File: src/rtl/ex_stage_pipe_pkg.sv
// Shared definitions for the execute stage: ALU operation codes, FSM states
// and the shift-amount width helper.
// Optional feature macro used by the stage: EX_MULDIV_EN (iterative multiplier).
package ex_pkg;

    localparam logic [3:0] ALU_AND    = 4'b0000;
    localparam logic [3:0] ALU_OR     = 4'b0001;
    localparam logic [3:0] ALU_ADD    = 4'b0010;
    localparam logic [3:0] ALU_SLL    = 4'b0011;
    localparam logic [3:0] ALU_SRL    = 4'b0100;
    localparam logic [3:0] ALU_SUB    = 4'b0110;
    localparam logic [3:0] ALU_SLT    = 4'b0111;
    localparam logic [3:0] ALU_MUL_LO = 4'b1000;
    localparam logic [3:0] ALU_MUL_HI = 4'b1001;
    localparam logic [3:0] ALU_NOR    = 4'b1100;

    typedef enum logic {
        ST_IDLE = 1'b0,
        ST_MUL  = 1'b1
    } ex_state_e;

    // The shamt field is imm[10:6], so at most 5 bits; narrower datapaths use fewer.
    function automatic int shamt_w(input int w);
        int lg;
        lg = $clog2(w);
        return (lg < 5) ? lg : 5;
    endfunction

endpackage

File: src/rtl/ex_stage_pipe_if.sv
// Handshake and operand bundle between decode, execute and memory stages.
// master: upstream/downstream environment; slave: the execute stage itself.
interface ex_stage_pipe_if #(
    parameter int DATA_W = 32,
    parameter int CTRL_W = 4
);
    logic              in_valid;
    logic              in_ready;
    logic [DATA_W-1:0] pc_next_in;
    logic [DATA_W-1:0] rd1_in;
    logic [DATA_W-1:0] rd2_in;
    logic [DATA_W-1:0] imm_in;
    logic              rd1_sel_in;
    logic              rd2_sel_in;
    logic [CTRL_W-1:0] alu_ctrl_in;
    logic              mem_en_in;
    logic              out_valid;
    logic              out_ready;
    logic [DATA_W-1:0] alu_result;
    logic              mem_en_out;
    logic              busy;

    modport master (
        output in_valid, pc_next_in, rd1_in, rd2_in, imm_in,
               rd1_sel_in, rd2_sel_in, alu_ctrl_in, mem_en_in, out_ready,
        input  in_ready, out_valid, alu_result, mem_en_out, busy
    );

    modport slave (
        input  in_valid, pc_next_in, rd1_in, rd2_in, imm_in,
               rd1_sel_in, rd2_sel_in, alu_ctrl_in, mem_en_in, out_ready,
        output in_ready, out_valid, alu_result, mem_en_out, busy
    );
endinterface

File: src/rtl/ex_stage_pipe_mul_iter.sv
// Iterative unsigned shift-add multiplier, one partial product per step.
// Only instantiated when EX_MULDIV_EN is defined. The product port shows the
// accumulator including the current step, so on the done cycle it already
// holds the final 2*DATA_W-bit result.
module mul_iter #(
    parameter int DATA_W = 32
) (
    input  logic                  clk,
    input  logic                  rst,
    input  logic                  start,
    input  logic                  step_en,
    input  logic [DATA_W-1:0]     a,
    input  logic [DATA_W-1:0]     b,
    output logic                  done,
    output logic [2*DATA_W-1:0]   product
);
    localparam int CW = $clog2(DATA_W);

    logic [2*DATA_W-1:0] mcand;
    logic [2*DATA_W-1:0] acc;
    logic [DATA_W-1:0]   mplier;
    logic [CW-1:0]       count;

    assign product = acc + (mplier[0] ? mcand : '0);
    assign done    = step_en && (count == CW'(DATA_W - 1));

    // Latch operands on start, then add/shift once per step until the counter wraps.
    always_ff @(posedge clk or posedge rst) begin
        if (rst) begin
            mcand  <= '0;
            acc    <= '0;
            mplier <= '0;
            count  <= '0;
        end else if (start) begin
            mcand  <= {{DATA_W{1'b0}}, a};
            mplier <= b;
            acc    <= '0;
            count  <= '0;
        end else if (step_en) begin
            acc    <= product;
            mcand  <= mcand << 1;
            mplier <= mplier >> 1;
            count  <= done ? '0 : count + 1'b1;
        end
    end

endmodule

File: src/rtl/ex_stage_pipe.sv
// Registered execute stage: operand select, ALU, one-entry output register
// with valid/ready flow control. Define EX_MULDIV_EN to add the iterative
// unsigned multiplier (MUL_LO/MUL_HI), which stalls the stage while running.
module ex_stage_pipe
    import ex_pkg::*;
#(
    parameter int DATA_W = 32,
    parameter int CTRL_W = 4
) (
    input  logic            clk,
    input  logic            rst,
    ex_stage_pipe_if.slave  bus
);
    localparam int SHW = shamt_w(DATA_W);

    logic [DATA_W-1:0] op_a;
    logic [DATA_W-1:0] op_b;
    logic [SHW-1:0]    shamt;
    logic [DATA_W-1:0] alu_val;
    logic [DATA_W-1:0] result_q;
    logic              out_valid_q;
    logic              mem_en_q;
    logic              in_ready;
    logic              accept;
    logic              busy;
    logic              load;
    logic [DATA_W-1:0] load_val;
    logic              load_mem;

    assign in_ready       = !busy && (!out_valid_q || bus.out_ready);
    assign accept         = bus.in_valid && in_ready;
    assign bus.in_ready   = in_ready;
    assign bus.out_valid  = out_valid_q;
    assign bus.alu_result = result_q;
    assign bus.mem_en_out = mem_en_q;
    assign bus.busy       = busy;

    // Operand muxing and the single-cycle ALU; multiply codes fall to zero here.
    always_comb begin
        op_a    = bus.rd1_sel_in ? bus.pc_next_in : bus.rd1_in;
        op_b    = bus.rd2_sel_in ? bus.imm_in : bus.rd2_in;
        shamt   = bus.imm_in[6 +: SHW];
        alu_val = '0;
        case (bus.alu_ctrl_in)
            ALU_AND: alu_val = op_a & op_b;
            ALU_OR:  alu_val = op_a | op_b;
            ALU_ADD: alu_val = op_a + op_b;
            ALU_SLL: alu_val = op_a << shamt;
            ALU_SRL: alu_val = op_a >> shamt;
            ALU_SUB: alu_val = op_a - op_b;
            ALU_SLT: alu_val = {{(DATA_W-1){1'b0}}, ($signed(op_a) < $signed(op_b))};
            ALU_NOR: alu_val = ~(op_a | op_b);
            default: alu_val = '0;
        endcase
    end

`ifdef EX_MULDIV_EN
    ex_state_e           state;
    ex_state_e           next_state;
    logic                is_mul;
    logic                mul_start;
    logic                mul_done;
    logic                hi_q;
    logic                mem_en_mul_q;
    logic [2*DATA_W-1:0] product;
    logic [DATA_W-1:0]   mul_sel;

    assign is_mul    = (bus.alu_ctrl_in == ALU_MUL_LO) || (bus.alu_ctrl_in == ALU_MUL_HI);
    assign mul_start = accept && is_mul;
    assign mul_sel   = hi_q ? product[2*DATA_W-1:DATA_W] : product[DATA_W-1:0];

    // FSM state register.
    always_ff @(posedge clk or posedge rst) begin
        if (rst) state <= ST_IDLE;
        else     state <= next_state;
    end

    // Enter MUL on an accepted multiply, return once the last step completes.
    always_comb begin
        next_state = state;
        case (state)
            ST_IDLE: if (mul_start) next_state = ST_MUL;
            ST_MUL:  if (mul_done)  next_state = ST_IDLE;
            default: next_state = ST_IDLE;
        endcase
    end

    // FSM outputs: the stage is busy for every multiply step.
    always_comb begin
        busy = (state == ST_MUL);
    end

    // Remember which half to return and the memory enable, since inputs are ignored in MUL.
    always_ff @(posedge clk or posedge rst) begin
        if (rst) begin
            hi_q         <= 1'b0;
            mem_en_mul_q <= 1'b0;
        end else if (mul_start) begin
            hi_q         <= (bus.alu_ctrl_in == ALU_MUL_HI);
            mem_en_mul_q <= bus.mem_en_in;
        end
    end

    mul_iter #(
        .DATA_W (DATA_W)
    ) u_mul (
        .clk     (clk),
        .rst     (rst),
        .start   (mul_start),
        .step_en (busy),
        .a       (op_a),
        .b       (op_b),
        .done    (mul_done),
        .product (product)
    );

    // Output register source: single-cycle ALU on accept, or the finished product.
    always_comb begin
        load     = (accept && !is_mul) || mul_done;
        load_val = mul_done ? mul_sel : alu_val;
        load_mem = mul_done ? mem_en_mul_q : bus.mem_en_in;
    end
`else
    // Without the multiplier every accepted operation completes in one cycle.
    always_comb begin
        busy     = 1'b0;
        load     = accept;
        load_val = alu_val;
        load_mem = bus.mem_en_in;
    end
`endif

    // One-entry output register: load a new result, otherwise drain when consumed.
    always_ff @(posedge clk or posedge rst) begin
        if (rst) begin
            out_valid_q <= 1'b0;
            result_q    <= '0;
            mem_en_q    <= 1'b0;
        end else if (load) begin
            out_valid_q <= 1'b1;
            result_q    <= load_val;
            mem_en_q    <= load_mem;
        end else if (bus.out_ready) begin
            out_valid_q <= 1'b0;
        end
    end

endmodule

File: src/flat_wrapper.sv
// flat-port wrapper written by rule: the top's interface ports become plain ports
module ex_stage_pipe_flat import ex_pkg::*;
#(
    parameter int DATA_W = 32,
    parameter int CTRL_W = 4
)
  (clk, rst, bus_in_valid, bus_pc_next_in, bus_rd1_in, bus_rd2_in, bus_imm_in, bus_rd1_sel_in, bus_rd2_sel_in, bus_alu_ctrl_in, bus_mem_en_in, bus_out_ready, bus_in_ready, bus_out_valid, bus_alu_result, bus_mem_en_out, bus_busy);
  ex_stage_pipe_if #(.DATA_W(DATA_W), .CTRL_W(CTRL_W)) bus_i ();
  input  logic clk;
  input  logic rst;
  input wire logic [$bits(bus_i.in_valid)-1:0] bus_in_valid;
  input wire logic [$bits(bus_i.pc_next_in)-1:0] bus_pc_next_in;
  input wire logic [$bits(bus_i.rd1_in)-1:0] bus_rd1_in;
  input wire logic [$bits(bus_i.rd2_in)-1:0] bus_rd2_in;
  input wire logic [$bits(bus_i.imm_in)-1:0] bus_imm_in;
  input wire logic [$bits(bus_i.rd1_sel_in)-1:0] bus_rd1_sel_in;
  input wire logic [$bits(bus_i.rd2_sel_in)-1:0] bus_rd2_sel_in;
  input wire logic [$bits(bus_i.alu_ctrl_in)-1:0] bus_alu_ctrl_in;
  input wire logic [$bits(bus_i.mem_en_in)-1:0] bus_mem_en_in;
  input wire logic [$bits(bus_i.out_ready)-1:0] bus_out_ready;
  output wire logic [$bits(bus_i.in_ready)-1:0] bus_in_ready;
  output wire logic [$bits(bus_i.out_valid)-1:0] bus_out_valid;
  output wire logic [$bits(bus_i.alu_result)-1:0] bus_alu_result;
  output wire logic [$bits(bus_i.mem_en_out)-1:0] bus_mem_en_out;
  output wire logic [$bits(bus_i.busy)-1:0] bus_busy;
  assign bus_i.in_valid = bus_in_valid;
  assign bus_i.pc_next_in = bus_pc_next_in;
  assign bus_i.rd1_in = bus_rd1_in;
  assign bus_i.rd2_in = bus_rd2_in;
  assign bus_i.imm_in = bus_imm_in;
  assign bus_i.rd1_sel_in = bus_rd1_sel_in;
  assign bus_i.rd2_sel_in = bus_rd2_sel_in;
  assign bus_i.alu_ctrl_in = bus_alu_ctrl_in;
  assign bus_i.mem_en_in = bus_mem_en_in;
  assign bus_i.out_ready = bus_out_ready;
  assign bus_in_ready = bus_i.in_ready;
  assign bus_out_valid = bus_i.out_valid;
  assign bus_alu_result = bus_i.alu_result;
  assign bus_mem_en_out = bus_i.mem_en_out;
  assign bus_busy = bus_i.busy;
  ex_stage_pipe #(.DATA_W(DATA_W), .CTRL_W(CTRL_W)) u_core (.clk(clk), .rst(rst), .bus(bus_i));
endmodule
File: config.mk
export PLATFORM = sky130hd
export DESIGN_NAME = ex_stage_pipe_flat
export DESIGN_NICKNAME = d
export VERILOG_FILES = /design/src/rtl/ex_stage_pipe_pkg.sv /design/src/rtl/ex_stage_pipe_if.sv /design/src/rtl/ex_stage_pipe_mul_iter.sv /design/src/rtl/ex_stage_pipe.sv /design/src/flat_wrapper.sv
export SDC_FILE = /design/constraint.sdc
export NUM_CORES = 1
export LEC_CHECK = 0
export ABC_AREA = 0
export BUFFER_PORTS_ARGS = -buffer_cell sky130_fd_sc_hd__buf_2
export CELL_PAD_IN_SITES_DETAIL_PLACEMENT = 0
export CELL_PAD_IN_SITES_GLOBAL_PLACEMENT = 1
export CORE_MARGIN = 2
export CORE_UTILIZATION = 40
export CTS_BUF_LIST = sky130_fd_sc_hd__clkbuf_4
export CTS_CLUSTER_DIAMETER = 120
export DETAILED_ROUTE_END_ITERATION = 8
export GPL_ROUTABILITY_DRIVEN = 0
export HOLD_SLACK_MARGIN = 0.1
export PLACE_DENSITY = 0.82
export SKIP_CTS_REPAIR_TIMING = 1
export SLEW_MARGIN = 5
export SYNTH_ARGS = -nofsm -noshare
export SYNTH_HDL_FRONTEND = slang
export SYNTH_SLANG_ARGS = --single-unit
File: constraint.sdc
create_clock -name clk -period 2 [get_ports clk]
set_clock_uncertainty 0.2 [all_clocks]
set_input_delay 0.4 -clock clk [delete_from_list [all_inputs] [get_ports clk]]
set_output_delay 0.4 -clock clk [all_outputs]
set_load 0.005 [all_outputs]
==> flow_metrics.tcl <==
set metrics [dict create \
    p_seq_frac 0.109 \
    synth-compound-area-share 0.287 \
    dp_cells 2431 \
    final_cells 2489 \
    hold_viol_final 0 \
    period_needed_ns 3.40 \
    fill_cells 2193 \
    switching_share 0.473 \
    syn-cell-area_sq_um 11200 \
    fmax_mhz 294 \
    worst_slack_ns -1.40 \
    relSlewSlack 0.572 \
    reg2reg_depth 11 \
    synth_top_cell_by_area "mux2i_1" \
    crit_path_start_kind "primary input" \
    fin_crit_sh 1.70 \
    p_int_mw 4.06 \
    syn_to_final_growth_pct 63.9 \
    grt_max_degree 66 \
    port_buffers 173 \
    min_delay_worst_endpoint "u_core.bus.out_valid" \
    r2r-end "u_core.bus.alu_result[24]" \
    antenna_found_initial 1 \
    leakagePower_nw 8.66 \
    irDropWorstVdd_mv 0.208 \
    fp.dieArea_sq_um 29400 \
    pwr-share-comb 0.830 \
    path_cells "buf_16, buf_8, mux2i_4, inv_1, ha_2, buf_6, a2111oi_4, o31a_4, o31ai_4, a311oi_4, a21oi_2, o22ai_2, nor3_1, or3_1, o221a_2, o21ai_1" \
    slew_violations 0 \
    nets 2350 \
    critPathArrivalTime_ns 3.56 \
    final_layout_size_suffix_gt1_frac 0.511 \
    drt.antenna.violating_nets 0 \
    yosys-top-cells-count "mux2i_1, nand2_1, o21ai_0" \
    cts_buffers 5 \
    cts_tree "yes" \
    violations "negative setup slack" \
    viasPerCell 6.17 \
    required_ns 2.16 \
    num_vias 15367 \
    synthTopCellsByArea "mux2i_1, ha_1, mux4_2" \
    ys.flop_type "dfrtp_1" \
    cts_max_level 2 \
    dp.final_hpwl_microns 43700 \
    rows 61 \
    synthXorXnorAreaFrac 0.00782 \
    ios 175 \
    grt_util_all_layers 0.341 \
    synth_edf_count 0 \
    netlist.area_leader.share 0.130 \
    worstHoldStart "bus_in_valid" \
    clk_latency_ns 0.40 \
    status "finished, violations left" \
    clkTransAtPathRegs_ns 0.15 \
    coreArea_sq_um 27700 \
    syn_inst 1443 \
    grt_pass1_vias 13870 \
    yosysUniqueCellTypes 83 \
    timing.rr.start "u_core.bus.out_valid" \
    crit_type "primary input to register" \
    cts_buffer_depth 2 \
    grt_pass1_wl_microns 77100 \
    synth-seq-area-share 0.0759 \
    power.density_nw_per_um2 419 \
    fp.dieW_microns 171 \
    wirelength_microns 56300 \
    drv_cap 0 \
    avgSynthCellArea_sq_um 7.76 \
    yosysMostFrequentCell "mux2i_1" \
    synthAdderAreaFrac 0.115 \
    worstMarginPinSlew_ns 0.642 \
    reg2reg_slack_ns -0.64 \
    syn-num-nets 1684 \
    worstSetupEndpointType "register" \
    rsz0062_at_grt "true" \
    wl_per_cell_microns 22.6 \
    crit_path_max_fanout 7 \
    setup_viol 32 \
    finalPower_mw 7.70 \
    holdPathStages 3 \
    async_flop_share 1.00 \
    muxShareOfSynthArea 0.290 \
    clkPwrFrac 0.061 \
    synth_top_family_by_area "multiplexers" \
    slowest_delay_ns 0.35 \
    ys_ff_latch 34 \
    cts.sinks 34 \
    firstDrtPassIters 7 \
    power_switching_mw 3.64 \
    start_util 0.404 \
    synth_warnings 0 \
    synth_simple_gate_area_share 0.143 \
    overflow 0 \
    cts_root_buf "clkbuf_4" \
    drc 0 \
    drtIter0Drc 1801 \
    cpMaxStageDelayCell "or3_1" \
    hp-class "primary input to register" \
    die_y_microns 171 \
]
## worst max path at each step
stage	start	to	slack [ns]	cells past startpoint
after floorplan	bus_rd1_sel_in	u_core.bus.alu_result[31]	-2.01	20
after global placement	bus_rd2_sel_in	u_core.bus.alu_result[28]	-2.03	15
after detailed placement	bus_rd2_sel_in	u_core.bus.alu_result[30]	-2.18	15
after CTS	bus_rd2_sel_in	u_core.bus.alu_result[30]	-1.73	15
after global routing	bus_rd2_sel_in	u_core.bus.alu_result[28]	-1.50	16
final	bus_rd2_sel_in	u_core.bus.alu_result[28]	-1.40	16
## routing by layer
metal / GRT usage / part of all wire / wire length [microns] / vias to the layer above
li1: - / - / - / 6817
met1: 0.441 / 0.38 / 21300 / 7259
met2: 0.545 / 0.45 / 25500 / 1056
met3: 0.0720 / 0.11 / 6450 / 235
met4: 0.157 / 0.054 / 3070 / 0
met5: 0 / 0 / 0 / -
## worst max-delay path, delay by kind of cell
| family | cells | cell delay [ns] |
|---|---|---|
| AOI/OAI and AO/OA | 8 | 1.70 |
| and+or+nand+nor | 2 | 0.42 |
| muxes | 1 | 0.30 |
| buffers and inverters | 4 | 0.51 |
| adders and majority gates | 1 | 0.21 |
## layout make-up
class,instances,area [sq um],area share
sequential,34,851,0.0463
clock buffer,6,45.0,0.00245
tap,378,473,0.0257
inverter,97,364,0.0198
multi-input combinational,1191,10800,0.586
clock inverter,2,8.76,0.000477
timing repair buffer,780,5870,0.319
antenna,1,2.50,0.000136
## cell families (layout without fill, tap and decap cells)
family | Yosys count | count (layout)
AOI/OAI and AO/OA | 476 | 476
xor gates and xnor gates | 10 | 10
adders and majority gates | 102 | 102
buffers and inverters | 218 | 885
DFF | 34 | 34
muxes | 247 | 247
other | 1 | 2
and+or+nand+nor | 355 | 355
## power groups by stage
stage,combinational [mW],sequential (mW),clock [mW]
after floorplan,2.77,0.834,0
after global placement,5.22,0.843,0
after detailed placement,5.35,0.846,0
after CTS,5.37,0.832,0.472
after global routing,6.70,0.839,0.495
final,6.39,0.835,0.471
## flip-flops by register name, indices dropped and copies added (netlist names)
name / count
u_core.bus.alu_result: 32
u_core.bus.mem_en_out: 1
u_core.bus.out_valid: 1
## layout by cell type (no fill, tap or decap), types with 12 or more instances in the layout
cell type | netlist | final
buf_4 | 7 | 564
buf_2 | 31 | 169
nand2_1 | 125 | 122
mux2i_1 | 146 | 113
nor2_1 | 109 | 105
inv_1 | 97 | 91
o21ai_0 | 111 | 81
a21oi_1 | 108 | 79
ha_1 | 100 | 77
mux4_2 | 50 | 52
mux2_2 | 45 | 40
dfrtp_1 | 34 | 34
a22oi_1 | 27 | 24
a21oi_2 | 1 | 24
nor3_1 | 27 | 21
a31oi_1 | 22 | 20
mux2i_4 | 0 | 19
nand2b_1 | 19 | 19
o21ai_1 | 4 | 19
buf_6 | 1 | 18
o221ai_1 | 20 | 17
o22ai_1 | 18 | 17
ha_4 | 0 | 17
nand3_1 | 19 | 16
mux2i_2 | 0 | 14
o21ai_2 | 1 | 13
a221oi_1 | 18 | 12
a21o_1 | 12 | 12
buf_12 | 1 | 12
## through the flow
stage | setup slack, ns | hold slack (ns) | cell area (sq um) | util | TNS (ns)
global placement | -2.03 | 0.260 | 16600 | 0.598 | -55.32
global route | -1.50 | 0.119 | 18400 | 0.663 | -37.21
CTS | -1.73 | -0.0880 | 16600 | 0.600 | -44.56
finish | -1.40 | 0.0967 | 18400 | 0.663 | -34.90
detailed placement | -2.18 | 0.268 | 16600 | 0.598 | -58.44
floorplan | -2.01 | 0.273 | 11600 | - | -49.16
Power figures use the tool's default switching activity.
